<file path="config.mk">
export PLATFORM = sky130hd
export DESIGN_NAME = clock_division_detector_flat
export DESIGN_NICKNAME = d
export VERILOG_FILES = /design/src/rtl/clock_division_detector_pkg.sv /design/src/rtl/clock_division_detector_if.sv /design/src/rtl/clock_division_detector_sync.sv /design/src/rtl/clock_division_detector.sv /design/src/flat_wrapper.sv
export SDC_FILE = /design/constraint.sdc
export NUM_CORES = 1
export LEC_CHECK = 0
export CAP_MARGIN = 25
export CORE_ASPECT_RATIO = 1.75
export CORE_UTILIZATION = 30
export DETAILED_ROUTE_END_ITERATION = 10
export GPL_TIMING_DRIVEN = 1
export PLACE_DENSITY_LB_ADDON = 0.3
export SYNTH_ARGS = -nofsm -noshare
export SYNTH_HDL_FRONTEND = slang
export SYNTH_SLANG_ARGS = --single-unit
</file>
<file path="constraint.sdc">
create_clock -name clock_in -period 3.2 [get_ports clock_in]
set_clock_uncertainty 0.05 [all_clocks]
set_input_delay 0.32 -clock clock_in [delete_from_list [all_inputs] [get_ports clock_in]]
set_output_delay 0.32 -clock clock_in [all_outputs]
set_load 0.02 [all_outputs]
</file>
<file path="src/rtl/clock_division_detector_pkg.sv">
// -----------------------------------------------------------------------------
// clock_division_detector_pkg
// Shared definitions for the clock division detector:
//   - FSM state encoding (IDLE / MEASURE / LOCKED / LOST)
//   - pmax_f      : longest representable period for a given code width/mode
//   - cnt_width_f : width of the period counter (must hold PMAX+1)
// -----------------------------------------------------------------------------
`timescale 1ns/1ps
package clock_division_detector_pkg;

  typedef logic [1:0] state_t;

  localparam state_t ST_IDLE    = 2'd0;
  localparam state_t ST_MEASURE = 2'd1;
  localparam state_t ST_LOCKED  = 2'd2;
  localparam state_t ST_LOST    = 2'd3;

  // Linear mode: P = code+1, so the largest code (2**w - 1) gives P = 2**w.
  // Power-of-two mode: P = 2**code, largest code (2**w - 1) gives 2**(2**w - 1).
  // Power-of-two mode is only meaningful for w <= 5 with a 32-bit result.
  function automatic int pmax_f(input int w, input int p2);
    if (p2 != 0) return 1 << ((1 << w) - 1);
    else         return 1 << w;
  endfunction

  // The counter saturates at PMAX+1, so it needs to represent PMAX+1.
  function automatic int cnt_width_f(input int w, input int p2);
    return $clog2(pmax_f(w, p2) + 2);
  endfunction

endpackage

</file>
<file path="src/rtl/clock_division_detector_if.sv">
// -----------------------------------------------------------------------------
// clock_division_detector_if
// Groups the measured signal and the detector's result/status outputs.
//   signal_in : divided clock being measured (source -> detector)
//   division  : recovered division code      (detector -> observer)
//   valid     : division is locked and current
//   error     : one-cycle pulse on an unrepresentable period
//   lost      : no rising edge within the timeout
// Modports: master = stimulus/observer side, slave = detector side.
// -----------------------------------------------------------------------------
`timescale 1ns/1ps
interface clock_division_detector_if #(
  parameter int DIVISION_WIDTH = 4
);
  logic                      signal_in;
  logic [DIVISION_WIDTH-1:0] division;
  logic                      valid;
  logic                      error;
  logic                      lost;

  modport master (output signal_in, input division, valid, error, lost);
  modport slave  (input signal_in, output division, valid, error, lost);
endinterface

</file>
<file path="src/rtl/clock_division_detector_sync.sv">
// -----------------------------------------------------------------------------
// clock_division_detector_sync
// STAGES-deep flop chain that brings an asynchronous input into the clock_in
// domain.
//   clock_in : destination clock
//   resetn   : asynchronous active-low reset, chain clears to 0
//   d        : asynchronous input
//   q        : synchronized output (STAGES cycles of latency)
// -----------------------------------------------------------------------------
`timescale 1ns/1ps
module clock_division_detector_sync #(
  parameter int STAGES = 2
) (
  input  logic clock_in,
  input  logic resetn,
  input  logic d,
  output logic q
);

  logic [STAGES-1:0] sync_q;
  logic [STAGES-1:0] sync_d;

  always_comb sync_d = {sync_q[STAGES-2:0], d};

  // NOTE: sequential state is updated with non-blocking assignments so every
  // flop samples the pre-edge value of its neighbour; blocking here would
  // collapse the chain into a single stage.
  always_ff @(posedge clock_in or negedge resetn) begin
    if (!resetn) sync_q <= '0;
    else         sync_q <= sync_d;
  end

  assign q = sync_q[STAGES-1];

endmodule

</file>
<file path="src/rtl/clock_division_detector.sv">
// -----------------------------------------------------------------------------
// clock_division_detector
// Measures the period of a slow periodic signal in clock_in cycles between its
// rising edges and reports the division code that would reproduce it.
//   clock_in : reference clock, all logic on posedge
//   resetn   : asynchronous active-low reset
//   bus      : slave side of clock_division_detector_if
//              (signal_in in; division, valid, error, lost out)
// -----------------------------------------------------------------------------
`timescale 1ns/1ps
module clock_division_detector
  import clock_division_detector_pkg::*;
#(
  parameter int DIVISION_WIDTH = 4,
  parameter int POWER_OF_TWO   = 0,
  parameter int STAGES         = 2,
  parameter int LOCK_COUNT     = 2
) (
  input  logic                     clock_in,
  input  logic                     resetn,
  clock_division_detector_if.slave bus
);

  localparam int DW   = DIVISION_WIDTH;
  localparam int PMAX = pmax_f(DIVISION_WIDTH, POWER_OF_TWO);
  localparam int CW   = cnt_width_f(DIVISION_WIDTH, POWER_OF_TWO);
  localparam int LW   = $clog2(LOCK_COUNT + 1);

  localparam logic [CW-1:0] P_ONE  = CW'(1);
  localparam logic [CW-1:0] P_TWO  = CW'(2);
  localparam logic [CW-1:0] P_MAX  = CW'(PMAX);
  localparam logic [CW-1:0] P_SAT  = CW'(PMAX + 1);
  localparam logic [LW-1:0] L_LOCK = LW'(LOCK_COUNT);

  // ---------------------------------------------------------------------------
  // Synchronizer and rising-edge detect
  // ---------------------------------------------------------------------------
  logic sig_sync;
  logic sig_dly_q, sig_dly_d;
  logic rise;

  clock_division_detector_sync #(.STAGES(STAGES)) u_sync (
    .clock_in (clock_in),
    .resetn   (resetn),
    .d        (bus.signal_in),
    .q        (sig_sync)
  );

  assign sig_dly_d = sig_sync;
  assign rise      = sig_sync & ~sig_dly_q;

  // ---------------------------------------------------------------------------
  // State
  // ---------------------------------------------------------------------------
  state_t          state_q,    state_d;
  logic [CW-1:0]   period_q,   period_d;   // cycles since last edge
  logic [CW-1:0]   prev_q,     prev_d;     // last accepted period (0 = none)
  logic [LW-1:0]   lock_q,     lock_d;
  logic [DW-1:0]   division_q, division_d;
  logic            valid_q,    valid_d;
  logic            error_q,    error_d;
  logic            lost_q,     lost_d;

  // ---------------------------------------------------------------------------
  // Code conversion of the period that just ended (period_q at an edge)
  // ---------------------------------------------------------------------------
  logic          code_ok;
  logic [DW-1:0] code;

  // NOTE: every variable assigned in an always_comb gets a default at the top
  // so no path leaves it unassigned, which would otherwise infer a latch.
  always_comb begin
    code_ok = 1'b0;
    code    = '0;
    if (POWER_OF_TWO != 0) begin
      // One-hot check plus priority encode: the highest set bit is log2(P).
      code_ok = (period_q >= P_TWO) && (period_q <= P_MAX) &&
                ((period_q & (period_q - P_ONE)) == '0);
      for (int i = 0; i < CW; i++) begin
        if (period_q[i]) code = DW'(i);
      end
    end else begin
      code_ok = (period_q >= P_TWO) && (period_q <= P_MAX);
      code    = DW'(period_q - P_ONE);
    end
  end

  // ---------------------------------------------------------------------------
  // Period counter, lock tracking and FSM
  // ---------------------------------------------------------------------------
  logic [LW-1:0] lock_nxt;

  always_comb begin
    state_d    = state_q;
    prev_d     = prev_q;
    lock_d     = lock_q;
    division_d = division_q;
    valid_d    = valid_q;
    error_d    = 1'b0;
    lost_d     = lost_q;
    lock_nxt   = '0;

    if (rise)                period_d = P_ONE;
    else if (period_q == P_SAT) period_d = period_q;
    else                     period_d = period_q + P_ONE;

    if (rise) begin
      if (state_q == ST_IDLE) begin
        // First edge only starts the measurement; no period exists yet.
        state_d = ST_MEASURE;
        lock_d  = '0;
        prev_d  = '0;
      end else begin
        lost_d = 1'b0;
        if (!code_ok) begin
          // Also covers the first edge after LOST: the counter is saturated,
          // so that period is always rejected and measurement restarts.
          state_d = ST_MEASURE;
          error_d = 1'b1;
          valid_d = 1'b0;
          lock_d  = '0;
          prev_d  = '0;
        end else if (state_q == ST_LOCKED) begin
          if (period_q != prev_q) begin
            // Division keeps the last locked value while re-measuring.
            state_d = ST_MEASURE;
            valid_d = 1'b0;
            lock_d  = LW'(1);
            prev_d  = period_q;
          end
        end else begin
          lock_nxt = (period_q == prev_q) ? lock_q + LW'(1) : LW'(1);
          state_d  = ST_MEASURE;
          prev_d   = period_q;
          lock_d   = lock_nxt;
          if (lock_nxt >= L_LOCK) begin
            state_d    = ST_LOCKED;
            division_d = code;
            valid_d    = 1'b1;
          end
        end
      end
    end else if (period_q == P_SAT && state_q != ST_LOST) begin
      // Timeout only when no edge arrives this cycle; a coincident edge wins.
      state_d = ST_LOST;
      lost_d  = 1'b1;
      valid_d = 1'b0;
    end
  end

  always_ff @(posedge clock_in or negedge resetn) begin
    if (!resetn) begin
      sig_dly_q  <= 1'b0;
      state_q    <= ST_IDLE;
      period_q   <= '0;
      prev_q     <= '0;
      lock_q     <= '0;
      division_q <= '0;
      valid_q    <= 1'b0;
      error_q    <= 1'b0;
      lost_q     <= 1'b0;
    end else begin
      sig_dly_q  <= sig_dly_d;
      state_q    <= state_d;
      period_q   <= period_d;
      prev_q     <= prev_d;
      lock_q     <= lock_d;
      division_q <= division_d;
      valid_q    <= valid_d;
      error_q    <= error_d;
      lost_q     <= lost_d;
    end
  end

  assign bus.division = division_q;
  assign bus.valid    = valid_q;
  assign bus.error    = error_q;
  assign bus.lost     = lost_q;

endmodule
</file>
<file path="src/flat_wrapper.sv">
// flat-port wrapper written by rule: the top's interface ports become plain ports
module clock_division_detector_flat import clock_division_detector_pkg::*;
#(
  parameter int DIVISION_WIDTH = 4,
  parameter int POWER_OF_TWO   = 0,
  parameter int STAGES         = 2,
  parameter int LOCK_COUNT     = 2
)
  (clock_in, resetn, bus_signal_in, bus_division, bus_valid, bus_error, bus_lost);
  clock_division_detector_if #(.DIVISION_WIDTH(DIVISION_WIDTH)) bus_i ();
  input  logic clock_in;
  input  logic resetn;
  input wire logic [$bits(bus_i.signal_in)-1:0] bus_signal_in;
  output wire logic [$bits(bus_i.division)-1:0] bus_division;
  output wire logic [$bits(bus_i.valid)-1:0] bus_valid;
  output wire logic [$bits(bus_i.error)-1:0] bus_error;
  output wire logic [$bits(bus_i.lost)-1:0] bus_lost;
  assign bus_i.signal_in = bus_signal_in;
  assign bus_division = bus_i.division;
  assign bus_valid = bus_i.valid;
  assign bus_error = bus_i.error;
  assign bus_lost = bus_i.lost;
  clock_division_detector #(.DIVISION_WIDTH(DIVISION_WIDTH), .POWER_OF_TWO(POWER_OF_TWO), .STAGES(STAGES), .LOCK_COUNT(LOCK_COUNT)) u_core (.clock_in(clock_in), .resetn(resetn), .bus(bus_i));
endmodule
</file>
**Yosys cells after proc, flatten, opt, wreduce, memory -nomap -nowiden**

Cells that the tools add are included.

- Mux-type cells: 30
- $mul: 0
- Bitwise logic cells: 4
- Div/mod/pow operators: 0
- Reductions and logical operators: 9
- Equality and inequality tests: 11
- $add $sub $neg: 3
- Shift-type cells: 0
- Magnitude comparators: 3

Operators with widths:

| operator | count |
|---|---|
| $mux W5 | 6 |
| $mux W2 | 11 |
| $mux W1 | 13 |
| $ne A4 B4 Y1 const B | 3 |
| $reduce_and A2 Y1 | 3 |
| $add A5 B1 Y5 const B | 1 |
| $eq A5 B5 Y1 | 1 |
| $eq A5 B5 Y1 const B | 1 |
| $ge A5 B2 Y1 const B | 1 |
| $le A5 B5 Y1 const B | 1 |
| $ne A5 B5 Y1 | 1 |
| $ne A5 B5 Y1 const B | 1 |
| $reduce_and A5 Y1 | 1 |
| $ne A2 B2 Y1 const B | 2 |
| $reduce_and A4 Y1 | 1 |
| $sub A4 B1 Y4 const B | 1 |
| $not A1 Y1 | 3 |
| $add A2 B1 Y2 const B | 1 |
| $eq A2 B2 Y1 const B | 1 |
| $ge A2 B2 Y1 const B | 1 |
| $logic_and A1 B1 Y1 | 2 |
| $logic_not A2 Y1 | 1 |
| $ne A2 B1 Y1 const B | 1 |
| $reduce_bool A2 Y1 | 1 |
| $and A1 B1 Y1 | 1 |

- Memories: 0
- Word-level logic and storage cells: 70
- Register bits after elaboration: 24
- Bits in latches: 0
- Bits in read-only memories: 0
- RAM bits: 0
- Output and inout port bits: 7
- Input bits: 3

**Longest topological paths before layout**

- Depth after elaboration: 8
- Gate-level depth with buffers: 9
- Mapped depth without buffers: 7

**By module**

From an unflattened synthesis, not the netlist that was laid out.

- Cells, all modules: 115
- Area total of the unflattened synthesis: 1290.0 sq um

By module, submodules not included:

| module | area each (sq um) | cells an instance | instances | sequential area each (sq um) |
|---|---|---|---|---|
| clock_division_detector | 1239.9 | 113 | 1 | 550.5 |
| clock_division_detector_sync | 50.0 | 2 | 1 | 50.0 |

**Worst setup path before layout**

Ideal clock, no wire load.

- Path kind: reg2reg
- Start point: register u_core.period_q[0]
- End point: register u_core.prev_q[4]
- Setup time: 0.125 ns
- Path buffers: 1
- Required time: 3.025 ns
- Slack: 0.902 ns
- Arrival: 2.123 ns
- Clock period less this slack: 2.298 ns
- Cell stages (with the launch flop): 8
- Path through: dfrtp_1 > clkbuf_1 > inv_1 > ha_1 > or3b_4 > a21o_1 > o41a_1 > mux2_4

- Longest elaborated chain between the ends: 4
- Elaborated cells between the ends (all ways): 8
- Those cells by class: order compare: 2; eq/ne: 2; mux: 2; reduce/logical: 2

RTL lines:

| what | line | RTL |
|---|---|---|
| start: declaration | clock_division_detector.sv:56 | `logic [CW-1:0] period_q, period_d;` |
| start signal: assignment | clock_division_detector.sv:165 | `period_q <= period_d;` |
| $ge A5 B2 Y1 or $le A5 B5 Y1 (tied branches) | clock_division_detector.sv:83 | `code_ok = (period_q >= P_TWO) && (period_q <= P_MAX);` |
| $logic_and A1 B1 Y1 | clock_division_detector.sv:83 |  |
| $ne A4 B4 Y1 (no line) or $mux W5 (tied branches) | - |  |
| $reduce_and A2 Y1 (no line) or $mux W5 (tied branches) | - |  |
| end signal: assignment | clock_division_detector.sv:166 | `prev_q <= prev_d;` |
| end: declaration | clock_division_detector.sv:57 | `logic [CW-1:0] prev_q, prev_d;` |

Several ways; a longest one is shown, not always the timed one.
A chain may end at the register's enable or synchronous reset.

**Worst setup path in the final report**

- Start point: register u_core.period_q[1]
- End point: register u_core.prev_q[4]

The elaborated chain is that of the path after synthesis.

==> metrics.cfg <==
[placed_design]
dp.cells = 175
dpl.hpwl_microns = 1881
place_congestion = 0.8597
numPortBuffers = 9

[grt]
grt_max_degree = 25
antenna_found_initial = 0
gr-total-overflow = 0
grt_pass1_vias = 871
grt_pass1_wl_microns = 4057
grt_use_total_pct = 12.33

[worst_setup_path]
cp-start-kind = flop
worstPathMaxFanout = 12
cp-end-kind = flop
rr_worst_depth = 6
reg2reg_setup_slack_ps = 630
path_class = flop to flop
timing.rr.start = u_core.period_q[1]$_DFFE_PN0P_
critPathRequiredTime_ps = 3310
crit_arrival_ps = 2680
rr_endpoint = u_core.prev_q[4]$_DFFE_PN0P_

[logic_synthesis]
synth_top_cell_area_share_pct = 47.57
syn_area_sq_um = 1262
synth_edf_count = 0
netlist_instances = 125
netlist_top_cells_area = dfrtp_1 48%, xnor2_1 4.9%, ha_1 4.0%, nor2_1 3.9%, mux2_2 3.6%
postSynthAreaPerCell_sq_um = 10.10
synthArstFlopShare_pct = 100.0
synthesis.nets = 132
synth_flop_cell = dfrtp_1
yosysTopAreaCell = dfrtp_1
yosysUniqueCellTypes = 36
ys_seq_area_share_pct = 47.57
yosys_warnings = 0
ys_ff_latch = 24

[sta]
tightest_slew_ps = 565.8
fmax_ghz = 0.3885
finalCritPeriodShare_pct = 80.45
finalSetupViolCount = 0
tns_ps = 0
rsz0062_at_grt = no
final.min_clock_period_ps = 2574
slew_viol_final = 0
whs_ps = 314.7
slew_headroom_pct = 62.28
finalHoldViolations = 0

[cts]
cts_setup_buffers = 0
cts_sinks = 24
htree_levels = 1
cts.hold.buffers_added = 0
cts_resized = 0
clk_latency_ps = 270
cts_tree = done
cts.path.max_buffers = 2
cts_buffers = 3
cts_root_buffer = clkbuf_8
clk_pin_slew_ps = 90

[drt]
vias = 889
wl_microns = 2490
route.detailed.wl_per_inst_microns = 13.91
drtAntennaViolNets = 0
drtPass1Iterations = 4
via_per_inst = 4.966
first_iter_violations = 46
drc = 0

[final_layout]
final_nets = 139
synthToLayoutAreaGrowth_pct = 12.88
antenna_cells = 0
final_util_pct = 36.16
final_cells = 179
drive_above_1_share_pct = 12.98

[hold_path]
hold_end = u_core.u_sync.sync_q[1]$_DFF_PN0_
hp-class = flop to flop
whs_path_depth = 0
min_from = u_core.u_sync.sync_q[0]$_DFF_PN0_

[power]
power.leakage_nw = 0.6280
p_per_area_nw_per_um2 = 855.7
peakVddDrop_mv = 0.4566

[floorplanning]
floorplan.initialDensity_pct = 32.03
dieWidth_microns = 51.04
die-area_sq_um = 4482
io_pins = 10
coreArea_sq_um = 3941
dieHeight_microns = 87.82
row_count = 30

[run]
maxCapViolations = 0

[outcome]
status = completed

report_power, final:
part | switching (mW) | internal, mW
Clock | 0.0992 | 0.110
Combinational | 0.263 | 0.230
Sequential | 0.123 | 0.394
cell families after synthesis:
family / after synthesis / share of synthesized area (%)
adder cells (fa/ha/maj): 4 / 3.964
multiplexers: 6 / 5.549
AO/OA/AOI/OAI: 23 / 13.28
AND/OR/NAND/NOR: 39 / 14.77
XOR/XNOR: 11 / 7.631
buffers and inverters: 18 / 7.234
flip-flops: 24 / 47.57
cells in the mapped netlist, drive strengths merged (3+ instances only):
master and number:
a21oi 5, xnor2 7, ha 4, dfrtp 24, inv 9, nand2 7
nor3 3, o21ai 9, nor2 13, xor2 4, nand3 8, clkbuf 5
buf 4, mux2 5
metal layers:
metal | track usage [%] | vias to the layer above | share of wire (%)
li1 | - | 432 | -
met1 | 12.78 | 439 | 40
met2 | 23.33 | 14 | 55
met3 | 1.215 | 4 | 2.5
met4 | 6.818 | 0 | 1.8
met5 | 0 | - | 0
worst max-delay path by stage:
stage | startpoint | end | slack (ps) | cells past startpoint
after floorplan | u_core.period_q[0]$_DFFE_PN0P_ | u_core.prev_q[4]$_DFFE_PN0P_ | 900 | 7
after global placement | u_core.period_q[0]$_DFFE_PN0P_ | u_core.prev_q[4]$_DFFE_PN0P_ | 720 | 6
after detailed placement | u_core.period_q[0]$_DFFE_PN0P_ | u_core.prev_q[4]$_DFFE_PN0P_ | 660 | 6
after CTS | u_core.period_q[1]$_DFFE_PN0P_ | u_core.prev_q[4]$_DFFE_PN0P_ | 640 | 6
after global routing | u_core.period_q[1]$_DFFE_PN0P_ | u_core.prev_q[4]$_DFFE_PN0P_ | 550 | 6
final | u_core.period_q[1]$_DFFE_PN0P_ | u_core.prev_q[4]$_DFFE_PN0P_ | 630 | 6
metrics by stage:
stage / power, mW / worst slack (ps) / instance area, sq um
3_3_place_gp: 1.002 / 716.6 / 1370
4_1_cts: 1.229 / 635.8 / 1425
6_report: 1.219 / 625.7 / 1425
2_1_floorplan: 0.8896 / 902.2 / 1262
3_5_place_dp: 1.016 / 661.9 / 1370
5_1_grt: 1.296 / 545.9 / 1425
cell type report:
cell class	instances	area [sq um]
fillers	401	2516
repair buffers	11	105.1
clock buffers	4	55.05
flip-flops and latches	24	600.6
inverters	9	33.78
multi-input cells	83	570.5
well taps	48	60.06
registers in the layout, indices dropped and copies added (netlist names):
name and flops:
u_core.bus.division 4, u_core.bus.valid 1, u_core.state_q 2, u_core.bus.lost 1
u_core.bus.error 1, u_core.u_sync.sync_q 2, u_core.sig_dly_q 1, u_core.period_q 5
u_core.lock_q 2, u_core.prev_q 5
worst max-delay path, stage by stage (launching register included):
cell,delay [ps]
dfrtp_1,460
inv_1,160
ha_1,160
or3b_4,380
a21o_1,230
o41a_1,640
mux2_4,370
cells in the final DEF (no fill, tap or decap), drive strengths merged, types with 2 or more instances in the layout:
| master | netlist | routed |
|---|---|---|
| ha | 4 | 4 |
| buf | 4 | 2 |
| nor2 | 13 | 13 |
| nand2 | 7 | 7 |
| clkbuf | 5 | 4 |
| inv | 9 | 9 |
| nand3 | 8 | 8 |
| clkdlybuf4s50 | 0 | 9 |
| xnor2 | 7 | 7 |
| a21oi | 5 | 5 |
| dfrtp | 24 | 24 |
| o21ai | 9 | 9 |
| mux2 | 5 | 5 |
| xor2 | 4 | 4 |
| nor3 | 3 | 3 |
(Power assumes the default switching activity.)
